<file path="src/rtl/led_pkg.sv">
// Shared definitions for the LED blink bank: channel mode encoding and its type.
package led_pkg;

  typedef logic [1:0] mode_t;

  localparam mode_t MODE_OFF   = 2'd0;
  localparam mode_t MODE_ON    = 2'd1;
  localparam mode_t MODE_BLINK = 2'd2;
  localparam mode_t MODE_PULSE = 2'd3;

endpackage

</file>
<file path="src/rtl/led_blink_bank_channel.sv">
// One LED channel: holds mode, period, tick counter and LED level; advances on
// prescaler ticks and restarts on a qualified write (a write wins over a tick).
module led_channel
  import led_pkg::*;
#(
  parameter int PER_W = 12
) (
  input  logic             clk,
  input  logic             reset,
  input  logic             tick,
  input  logic             wr,
  input  mode_t            mode,
  input  logic [PER_W-1:0] period,
  output logic             led,
  output logic             busy
);

  mode_t            mode_q, mode_d;
  logic [PER_W-1:0] period_q, period_d;
  logic [PER_W-1:0] cnt_q, cnt_d;
  logic             led_q, led_d;
  logic             last_tick;

  always_comb begin
    mode_d    = mode_q;
    period_d  = period_q;
    cnt_d     = cnt_q;
    led_d     = led_q;
    last_tick = (cnt_q == period_q - PER_W'(1));
    if (wr) begin
      mode_d   = mode;
      period_d = (period == '0) ? PER_W'(1) : period;
      cnt_d    = '0;
      led_d    = (mode != MODE_OFF);
    end else if (tick) begin
      case (mode_q)
        MODE_BLINK: begin
          if (last_tick) begin
            led_d = ~led_q;
            cnt_d = '0;
          end else begin
            cnt_d = cnt_q + PER_W'(1);
          end
        end
        MODE_PULSE: begin
          // Pulse ends by falling back to OFF, which drops busy with the LED.
          if (last_tick) begin
            led_d  = 1'b0;
            mode_d = MODE_OFF;
            cnt_d  = '0;
          end else begin
            cnt_d = cnt_q + PER_W'(1);
          end
        end
        default: cnt_d = cnt_q;
      endcase
    end
  end

  always_ff @(posedge clk) begin
    if (reset) begin
      mode_q   <= MODE_OFF;
      period_q <= PER_W'(1);
      cnt_q    <= '0;
      led_q    <= 1'b0;
    end else begin
      mode_q   <= mode_d;
      period_q <= period_d;
      cnt_q    <= cnt_d;
      led_q    <= led_d;
    end
  end

  assign led  = led_q;
  assign busy = (mode_q == MODE_PULSE);

endmodule

</file>
<file path="src/rtl/led_blink_bank.sv">
// Multi-channel LED driver: shared prescaler tick plus N_CH independently
// configured OFF/ON/BLINK/PULSE channels behind a single-cycle write port.
module led_blink_bank
  import led_pkg::*;
#(
  parameter int  CLK_HZ  = 50000000,
  parameter int  TICK_HZ = 1000,
  parameter int  N_CH    = 4,
  parameter int  PER_W   = 12,
  localparam int CH_W    = (N_CH > 1) ? $clog2(N_CH) : 1
) (
  input  logic             CLOCK_50,
  input  logic             reset,
  input  logic             wr_en,
  input  logic [CH_W-1:0]  wr_ch,
  input  mode_t            wr_mode,
  input  logic [PER_W-1:0] wr_period,
  output logic [N_CH-1:0]  LED,
  output logic [N_CH-1:0]  busy,
  output logic             tick
);

  localparam int DIV  = CLK_HZ / TICK_HZ;
  localparam int PS_W = (DIV > 1) ? $clog2(DIV) : 1;

  logic [PS_W-1:0] presc_q, presc_d;
  logic            presc_wrap;
  logic [N_CH-1:0] wr_sel;

  always_comb begin
    presc_wrap = (presc_q == PS_W'(DIV - 1));
    presc_d    = presc_wrap ? '0 : presc_q + PS_W'(1);
  end

  always_ff @(posedge CLOCK_50) begin
    if (reset) presc_q <= '0;
    else       presc_q <= presc_d;
  end

  // With DIV == 1 the counter never leaves 0, so reset itself must hold tick low.
  assign tick = presc_wrap & ~(reset & (DIV == 1));

  for (genvar i = 0; i < N_CH; i++) begin : g_ch
    assign wr_sel[i] = wr_en && (wr_ch == CH_W'(i));

    led_channel #(
      .PER_W (PER_W)
    ) u_ch (
      .clk    (CLOCK_50),
      .reset  (reset),
      .tick   (tick),
      .wr     (wr_sel[i]),
      .mode   (wr_mode),
      .period (wr_period),
      .led    (LED[i]),
      .busy   (busy[i])
    );
  end

endmodule

</file>
<file path="config.mk">
export PLATFORM = sky130hd
export DESIGN_NAME = led_blink_bank
export DESIGN_NICKNAME = d
export VERILOG_FILES = /design/src/rtl/led_pkg.sv /design/src/rtl/led_blink_bank_channel.sv /design/src/rtl/led_blink_bank.sv
export SDC_FILE = /design/constraint.sdc
export NUM_CORES = 1
export LEC_CHECK = 0
export CAP_MARGIN = 10
export CORE_ASPECT_RATIO = 1.75
export CORE_MARGIN = 2
export CORE_UTILIZATION = 55
export DETAILED_ROUTE_END_ITERATION = 16
export PLACE_DENSITY = 0.83
export SLEW_MARGIN = 20
export SYNTH_ARGS = -nofsm -noshare
export SYNTH_HDL_FRONTEND = slang
export SYNTH_HIERARCHICAL = 1
export SYNTH_SLANG_ARGS = --single-unit
export TNS_END_PERCENT = 50
</file>
<file path="constraint.sdc">
create_clock -name CLOCK_50 -period 4.9 [get_ports CLOCK_50]
set_input_delay 0.98 -clock CLOCK_50 [delete_from_list [all_inputs] [get_ports CLOCK_50]]
set_output_delay 0.98 -clock CLOCK_50 [all_outputs]
set_load 0.1 [all_outputs]
</file>
==> summary.md <==
| Metric | Value |
|---|---|
| Length in cells of the worst reg-to-reg path | 9 |
| Critical Path Sink Type | output pin |
| Most common cell in the netlist | dfxtp_1 |
| Sw Share | roughly 25% |
| Initial Utilization | a little under three fifths |
| Hold Violations, Final | 0 |
| Outcome | finished, final reports clean |
| Input/output buffers | 27 |
| Number of design-rule violations left by the first detailed-router iteration | 297 |
| Type of origin of the critical path | register |
| Vias per inst | between 6 and 7 |
| Arr. time, crit path | roughly 2.2 ns |
| Total net switching power | 0.000638 W |
| Combinational Power Share | 10.5% |
| Crit path cell chain | and2_1 > clkdlybuf4s50_1 |
| Die Y | 155 µm |
| Cell count along the critical path | 2 |
| Power, Total | ~0.0026 W |
| Max-cap violations | 0 |
| First-pass GRT wire length | between 20000 and 30000 µm |
| Combined area of all synthesized cells | 7200 µm² |
| Num Clock Sinks | around 120 |
| Syn Nets | 858 |
| Via count of the first global-routing pass | about 6100 |
| Leftover overflow at the end of global routing | 0 |
| Core Rows | between 50 and 60 |
| Initial DRT Pass Iterations | 5 |
| Max H-tree Level | 4 |
| Die width | 90.5 µm |
| Number of filler cells placed in the layout | 1102 |
| Final layout net count | ~870 |
| Io pins | 28 |
| Global-route usage over all layers | roughly 25% |
| Standby leakage power | ~2.9 nW |
| Type of the setup path with the least slack | reg -> out |
| Max Clock Freq | roughly 320 MHz |
| Setup WS pre-CTS | around 1.5 ns |
| Commonest cells in the netlist | 124 x dfxtp_1, 109 x nor2_1, 61 x nand2_1, 53 x xnor2_1, 49 x xor2_1 |
| WHS Path Cells | 1 |
| Warnings from Yosys | 6 |
| Post-Route Setup TNS | 0 ns |
| Largest incremental delay on the critical path | approximately 1.2 ns |
| Cell class contributing the biggest share of worst-path delay | buffers and inverters |
| Diode insertion count for antenna repair | 0 |
| Die ar. | 14100 µm² |
| Dominant cell type by area after synthesis | dfxtp_1 |
| Proportion of synthesized chip area in sequential cells | between 30% and 40% |
| Crit share post-route | approximately 64% |
| Count of flip-flops with a built-in enable after synthesis | 0 |
| Maximum fanout count along the critical path | 3 |
| DRC Markers | 0 |
| Cell types with the largest area share after synthesis | dfxtp_1 34%, mux2i_1 6.7%, xnor2_1 6.5% |
| Flip-flop cell with the highest count after synthesis | dfxtp_1 |
| Number of buffers between clock root and the deepest sink | 2 |
| Fraction of layout instances using a drive strength above 1 | a little under an eighth |
| TritonCTS clock tree | yes |
| Detailed-route wire length | 17100 µm |
| Class of the worst hold path | reg -> reg |
| Transition time at the pin with the least slew margin | 1.02 ns |
| RD Place Congestion | approximately 0.86 |
| Final number of setup-violating endpoints | 0 |
| Cell-internal power | ~0.0019 W |
| Clock period minus final worst setup slack | roughly 3.2 ns |
| Layout Skew | roughly 0.0068 ns |
| Hold Buf Count CTS | 0 |
| Share of power burned in registers | 41.2% |
| Insertion delay of the later-clocked pin in the worst-skew pair | 0.42 ns |
| Largest net degree at the start of global routing | 52 |
| Inserted Clock Buffers | 17 |
| Resize count post-CTS | 0 |
| Average size of a mapped cell | 8.67 µm² |
| Area growth from synthesis to layout | 11.8% |
| Core Footprint | 12900 µm² |
| Count of different cell masters after synthesis | 51 |
| Clk root buf | clkbuf_16 |
| Share of synthesized registers carrying an async set or reset | 0% |
| Number of antenna violations at the first check in global routing | 0 |
| Cells after Synth | between 800 and 900 |
| Post-CTS Setup Inserts | 0 |
| Pins over their slew limit | 0 |
| Pwr Density | approximately 320 nW/µm² |
| Headroom to the max-slew limit | about 32% |
| Data required time of the critical path | 3.92 ns |
| HPWL after detailed placement | about 12000 µm |
| Average detailed-routed wire length per instance | approximately 17 µm |
| Unrepaired setup endpoints after global routing | false |
| Clock transition time at the flip-flop clock pins of the worst setup and hold paths | about 0.060 ns |
| Max rail drop VDD | approximately 0.27 mV |
| Area share of the largest cell type after synthesis | between 30% and 40% |
| Detail Route Antenna Nets | 0 |
| Synthesis-stage register bit count | ~120 |
| Count of vias placed by the detailed router | about 6000 |
| Buffering stage count on the worst path with inverters included | 1 |
| Slowest stage cell on the critical path | clkdlybuf4s50_1 |
| Setup ws final | around 1.7 ns |
| Relative contribution of the clock network to total power | around half |
## logic make-up after synthesis
kind of cell | after synthesis | share of synthesized area, %
AOI/OAI and AO/OA | 100 | 11.3
xor gates and xnor gates | 102 | 12.4
adders and majority gates | 9 | 1.56
buffers and inverters | 66 | 4.89
DFF | 124 | 34.5
muxes | 48 | 6.68
and+or+nand+nor | 381 | 28.7
## layer usage
metal | GRT usage, % | vias up | wire, µm
met2 | 46.3 | 191 | 9210
met4 | 11.6 | 0 | 423
met3 | 5.08 | 44 | 856
met5 | 0 | - | 0
li1 | - | 2976 | -
met1 | 26.3 | 2941 | 6570
## flip-flops by register name, indices dropped and copies added (netlist names)
signal,cells
g_ch.u_ch/mode_q,8
g_ch.u_ch/led,4
presc_q,16
g_ch.u_ch/cnt_q,48
g_ch.u_ch/period_q,48
## stage by stage
stage | std cells | hold WS [ns] | utilization, % | area [µm²]
global route | 1023 | 0.504 | 62.5 | 8050
global placement | 991 | 0.445 | 58.0 | 7460
floorplan | 830 | 0.430 | - | 7200
CTS | 1023 | 0.463 | 62.5 | 8050
detailed placement | 991 | 0.451 | 58.0 | 7460
finish | 1023 | 0.462 | 62.5 | 8050
## cell usage in the layout (no fill, tap or decap), types with 20 or more instances in the layout
cell type        instances
nor3_1                  39
clkdlybuf4s50_1         25
a21oi_1                 20
dfxtp_1                124
nand2_1                 61
nand3_1                 41
nor4_1                  25
nor2_1                 107
xnor2_1                 53
inv_1                   24
xor2_1                  49
mux2i_1                 48
## area by class of cell
type | count | area, µm² | area share (%)
tap | 171 | 214 | 2.66
clock buffer | 22 | 474 | 5.89
sequential | 124 | 2480 | 30.8
timing repair buffer | 32 | 300 | 3.73
inverter | 24 | 90.1 | 1.12
multi-input combinational | 640 | 4370 | 54.3
clock inverter | 10 | 115 | 1.43
## worst paths after layout
kind,from,to,slack [ns]
min,presc_q[0]$_SDFF_PP0_,presc_q[0]$_SDFF_PP0_,0.46
max reg2reg,presc_q[10]$_SDFF_PP0_,g_ch[3].u_ch/cnt_q[6]$_SDFFE_PP0P_,2.06
max,g_ch[3].u_ch/mode_q[0]$_SDFFE_PP0P_,busy[3],1.75
min reg2reg,presc_q[0]$_SDFF_PP0_,presc_q[0]$_SDFF_PP0_,0.46
## power groups by stage
stage / Clock (W) / Sequential, W / Combinational [W]
floorplan: 0 / 0.00108 / 0.000196
global placement: 0 / 0.00108 / 0.000260
detailed placement: 0 / 0.00108 / 0.000265
CTS: 0.00125 / 0.00106 / 0.000268
global route: 0.00130 / 0.00106 / 0.000291
finish: 0.00124 / 0.00106 / 0.000269
Power figures use the tool's default switching activity.
